File: config.mk
export PLATFORM = sky130hd
export DESIGN_NAME = hilo_muldiv
export DESIGN_NICKNAME = d
export VERILOG_FILES = /design/src/rtl/hilo_muldiv.sv
export SDC_FILE = /design/constraint.sdc
export NUM_CORES = 2
export LEC_CHECK = 0
export BUFFER_PORTS_ARGS = -buffer_cell sky130_fd_sc_hd__buf_2
export CORE_MARGIN = 2
export CORE_UTILIZATION = 40
export CTS_CLUSTER_SIZE = 10
export DETAILED_ROUTE_END_ITERATION = 10
export GPL_ROUTABILITY_DRIVEN = 0
export PLACE_DENSITY_LB_ADDON = 0.1
export SYNTH_ARGS = -nofsm -noshare
export SYNTH_HDL_FRONTEND = slang
export SYNTH_SLANG_ARGS = --single-unit
export TNS_END_PERCENT = 50
File: constraint.sdc
create_clock -name clk -period 11.7 [get_ports clk]
set_clock_uncertainty 0.15 [all_clocks]
set_input_delay 0.585 -clock clk [delete_from_list [all_inputs] [get_ports clk]]
set_output_delay 0.585 -clock clk [all_outputs]
set_load 0.01 [all_outputs]
File: src/rtl/hilo_muldiv.sv
// rtl/hilo_muldiv.sv - HI/LO register pair with pipelined multiply and iterative restoring divide
module hilo_muldiv #(
    parameter int MUL_STAGES = 2
) (
    input  logic        clk,
    input  logic        resetn,
    input  logic        start,
    input  logic [1:0]  op,
    input  logic [31:0] a,
    input  logic [31:0] b,
    output logic        busy,
    output logic        done,
    input  logic        hi_writeW,
    input  logic        lo_writeW,
    input  logic [31:0] hiW,
    input  logic [31:0] loW,
    output logic [31:0] hi_o,
    output logic [31:0] lo_o
);

    typedef enum logic [1:0] {
        S_IDLE,
        S_MUL,
        S_DIV
    } state_t;

    localparam int MCW = (MUL_STAGES > 1) ? $clog2(MUL_STAGES) : 1;
    localparam logic [MCW-1:0] MUL_LAST = MCW'(MUL_STAGES - 1);

    state_t         state;
    logic [31:0]    hi_r;
    logic [31:0]    lo_r;
    logic [63:0]    mul_pipe [MUL_STAGES];
    logic [MCW-1:0] mul_cnt;
    logic [4:0]     div_cnt;
    logic [31:0]    div_q;
    logic [31:0]    div_rem;
    logic [31:0]    div_d;
    logic [31:0]    div_a_raw;
    logic           div_sa;
    logic           div_sb;
    logic           div_zero;

    logic [63:0]    a_ext;
    logic [63:0]    b_ext;
    logic [63:0]    mul_prod;
    logic [31:0]    a_mag;
    logic [31:0]    b_mag;
    logic [32:0]    div_shift;
    logic           div_ge;
    logic [31:0]    div_sub;
    logic [31:0]    rem_next;
    logic [31:0]    q_next;
    logic           res_valid;
    logic [31:0]    res_hi;
    logic [31:0]    res_lo;

    // Sign- or zero-extend to 64 bits so one multiplier serves MULT and MULTU.
    always_comb begin
        a_ext    = op[0] ? {32'b0, a} : {{32{a[31]}}, a};
        b_ext    = op[0] ? {32'b0, b} : {{32{b[31]}}, b};
        mul_prod = a_ext * b_ext;
        a_mag    = (!op[0] && a[31]) ? -a : a;
        b_mag    = (!op[0] && b[31]) ? -b : b;
    end

    always_comb begin
        div_shift = {div_rem, div_q[31]};
        div_ge    = div_shift >= {1'b0, div_d};
        div_sub   = div_shift[31:0] - div_d;
        rem_next  = div_ge ? div_sub : div_shift[31:0];
        q_next    = {div_q[30:0], div_ge};
    end

    always_comb begin
        res_valid = 1'b0;
        res_hi    = '0;
        res_lo    = '0;
        if (state == S_MUL && mul_cnt == MUL_LAST) begin
            res_valid = 1'b1;
            res_hi    = mul_pipe[MUL_STAGES-1][63:32];
            res_lo    = mul_pipe[MUL_STAGES-1][31:0];
        end else if (state == S_DIV && div_cnt == 5'd31) begin
            res_valid = 1'b1;
            if (div_zero) begin
                res_hi = div_a_raw;
                res_lo = 32'hFFFF_FFFF;
            end else begin
                res_hi = div_sa ? -rem_next : rem_next;
                res_lo = (div_sa ^ div_sb) ? -q_next : q_next;
            end
        end
    end

    assign busy = (state != S_IDLE);
    assign hi_o = hi_writeW ? hiW : hi_r;
    assign lo_o = lo_writeW ? loW : lo_r;

    always_ff @(posedge clk or negedge resetn) begin
        if (!resetn) begin
            state     <= S_IDLE;
            hi_r      <= '0;
            lo_r      <= '0;
            done      <= 1'b0;
            mul_cnt   <= '0;
            div_cnt   <= '0;
            div_q     <= '0;
            div_rem   <= '0;
            div_d     <= '0;
            div_a_raw <= '0;
            div_sa    <= 1'b0;
            div_sb    <= 1'b0;
            div_zero  <= 1'b0;
            for (int i = 0; i < MUL_STAGES; i++) begin
                mul_pipe[i] <= '0;
            end
        end else begin
            done <= res_valid;
            // Writeback owns whichever half it writes; the other half still takes the result.
            hi_r <= hi_writeW ? hiW : (res_valid ? res_hi : hi_r);
            lo_r <= lo_writeW ? loW : (res_valid ? res_lo : lo_r);
            for (int i = 1; i < MUL_STAGES; i++) begin
                mul_pipe[i] <= mul_pipe[i-1];
            end

            case (state)
                S_IDLE: begin
                    if (start) begin
                        if (op[1]) begin
                            div_q     <= a_mag;
                            div_rem   <= '0;
                            div_d     <= b_mag;
                            div_a_raw <= a;
                            div_sa    <= !op[0] && a[31];
                            div_sb    <= !op[0] && b[31];
                            div_zero  <= (b == 32'd0);
                            div_cnt   <= '0;
                            state     <= S_DIV;
                        end else begin
                            mul_pipe[0] <= mul_prod;
                            mul_cnt     <= '0;
                            state       <= S_MUL;
                        end
                    end
                end
                S_MUL: begin
                    if (mul_cnt == MUL_LAST) begin
                        state <= S_IDLE;
                    end else begin
                        mul_cnt <= mul_cnt + MCW'(1);
                    end
                end
                S_DIV: begin
                    div_q   <= q_next;
                    div_rem <= rem_next;
                    if (div_cnt == 5'd31) begin
                        state <= S_IDLE;
                    end else begin
                        div_cnt <= div_cnt + 5'd1;
                    end
                end
                default: state <= S_IDLE;
            endcase
        end
    end

endmodule

==> results.txt <==
status - completed
FFs w/ async S/R, synth - 1.00
Worst path max stage delay - 0.85 ns
die height - 412 um
Root Driver - clkbuf_16
most frequent cells in the layout - inv_1 (1,579), fa_1 (1,422), nand2_1 (895), and2_1 (600), ha_1 (350)
commonest non-fill, non-tap cell in the layout - inv_1
Mean Syn Cell Area - 9.23 sq um
unrepaired setup endpoints after global routing - no
fmax - 99.8 MHz
Mapped Cells - 7,227
Final Max Tran Viols - 0
CTS H-tree depth - 2
CTS clk-pin slew, worst paths - 0.06 ns
Worst path most repeated cell - fa_1
syn_nets - 9,134
largest net degree at the start of global routing - 159
TritonCTS clock tree - done
Worst Path Max Fanout - 37
endpoint type of the worst setup path - register
synth warn - 0
Setup crit end - mul_pipe[125]
DR WL/cell - 24.1 um
Clk Latency, worst-skew pair - 0.60 ns
startpoint types - input port
Top FF cell, synth - dfrtp_1
reg2reg end - hi_r[28]
global-route wire length before repair - 344,000 um
clock sinks - 332
WP buf/inv - 8
I/O Pins - 201
cell depth of the worst setup path - 31
CP Class - in -> reg
DR DRC count - 0
setup_tns - 0 ns
row count - 149
Reg2Reg Depth - 22
Hold WC Path Type - in -> reg
mapped cell area - 66,700 sq um
router iterations before antenna repair - 6
GRT overflow - 0
TritonCTS Buffers - 41
Synth cell types - 94
Inst Count DP - 9,291
Tcrit/Tclk final - 0.856
Layout Cells excl Fill - 9,362
Tmin final - 10.02 ns
area growth from synthesis to layout - 6.32%
sequential share of the synthesized area - 0.124
Port Buffers - 200
slack of the worst reg-to-reg path - 5.15 ns
final setup violation count - 0
vias in the first global route - 53,000
final hold violation count - 0
arrival time worst endpoint - 10.37 ns
final antenna-violating net count - 0
max cap viols - 0
register bit total from synthesis - 332
Layout Nets - 9,053
initial DRC count - 3,367
CTS resizes - 0
All-Layer GR Usage - 0.273
Via Count - 48,600
# Post-CTS Setup Buffers - 0
Starting Density - 0.404
die width - 412 um
CTS Buffer Depth - 3
initial antenna violation count - 15
Crit-path slowest cell - buf_2
Worst EP required - 12.05 ns
Fillers - 16,600
slew margin rel. - 0.199
post-DR vias/cell - 5.19
measured slew at the worst slew-check pin - 1.19 ns
EDFF count, synth - 0
Post-Route WL - 226,000 um
Critical path origin - b[2]
share of layout cells above drive strength 1 - 0.0683
delay-heaviest family, CP - adder cells
DP HPWL - 180,000 um
CORE AREA - 165,000 sq um
die area - 170,000 sq um
r2r startpoint - div_d[8]
-- state kept, by name, indices dropped and copies added, names as in the netlist --
name,cells
hi_r,32
div_sb,1
div_a_raw,32
mul_cnt,1
mul_pipe,128
div_zero,1
div_d,32
done,1
div_q,32
div_cnt,5
div_rem,32
div_sa,1
lo_r,32
state,2
-- per-layer routing --
layer  GRT usage  share of wire  vias up
met4       0.106          0.045        6
met2       0.468           0.49     1280
met3      0.0238          0.044      314
met1       0.358           0.42    25400
met5           0        0.00016        -
li1            -              -    21600
-- kinds of logic (layout without fill, tap and decap cells) --
| logic type | after synthesis | after routing | synth area share |
|---|---|---|---|
| AO/OA/AOI/OAI | 837 | 837 | 0.0786 |
| buffers and inverters | 2002 | 1937 | 0.113 |
| flip-flops | 332 | 332 | 0.124 |
| AND/OR/NAND/NOR | 1923 | 1923 | 0.140 |
| other | 0 | 11 | 0 |
| adder cells (fa/ha/maj) | 1773 | 1773 | 0.492 |
| multiplexers | 113 | 113 | 0.0187 |
| XOR/XNOR | 247 | 247 | 0.0324 |
-- final cells by class --
| type | instances | area (sq um) | area share |
|---|---|---|---|
| multi-input combinational | 4893 | 50900 | 0.718 |
| sequential | 332 | 8310 | 0.117 |
| inverter | 1580 | 5930 | 0.0836 |
| tap | 2189 | 2740 | 0.0386 |
| timing repair buffer | 298 | 1780 | 0.0251 |
| clock buffer | 54 | 1150 | 0.0162 |
| clock inverter | 5 | 78.8 | 0.00111 |
| antenna | 11 | 27.5 | 0.000388 |
-- stage by stage --
step / setup WS [ns] / hold WS, ns / instance area, sq um / util
4_1_cts: 1.79 / 0.0429 / 70900 / 0.429
2_1_floorplan: 1.33 / 0.139 / 66700 / -
3_3_place_gp: 1.21 / 0.206 / 69700 / 0.421
3_5_place_dp: 1.19 / 0.210 / 69700 / 0.421
5_1_grt: 1.24 / 0.0585 / 70900 / 0.429
6_report: 1.68 / 0.0707 / 71000 / 0.429
-- how the worst min path moves through the flow --
stage | slack (ns) | startpoint | end | cells after the start
3_5_place_dp | 0.21 | mul_pipe[94] | mul_pipe[30] | 0
2_1_floorplan | 0.14 | resetn | div_a_raw[0] | 0
5_1_grt | 0.06 | hiW[6] | hi_r[6] | 2
4_1_cts | 0.04 | hiW[6] | hi_r[6] | 2
3_3_place_gp | 0.21 | mul_pipe[66] | mul_pipe[2] | 0
6_report | 0.07 | hiW[6] | hi_r[6] | 2
-- repair_timing --
item | 4_1_cts | 5_1_grt
hold buffers | 1 | 0
endpoints found under the hold margin | 73 | 0
endpoints found under the setup margin | 0 | 0
-- Yosys cell counts (44+ instances only) --
| library cell | n | area, sq um |
|---|---|---|
| a22oi_1 | 52 | 390 |
| nand2_1 | 896 | 3360 |
| nor2_1 | 156 | 586 |
| nand3_1 | 70 | 350 |
| dfrtp_1 | 332 | 8310 |
| inv_1 | 1579 | 5930 |
| buf_1 | 48 | 180 |
| o21ai_0 | 295 | 1480 |
| a21oi_1 | 188 | 941 |
| and2_1 | 600 | 3750 |
| nor3_1 | 44 | 220 |
| mux2_2 | 95 | 1070 |
| xor2_1 | 94 | 823 |
| ha_1 | 350 | 4380 |
| fa_1 | 1422 | 28500 |
| a21o_1 | 50 | 375 |
| clkbuf_1 | 365 | 1370 |
| xnor2_1 | 153 | 1340 |
Power is left out: the tool's default activity adds up to more than one toggle a clock period on the data nets, which glitch-free logic cannot reach.
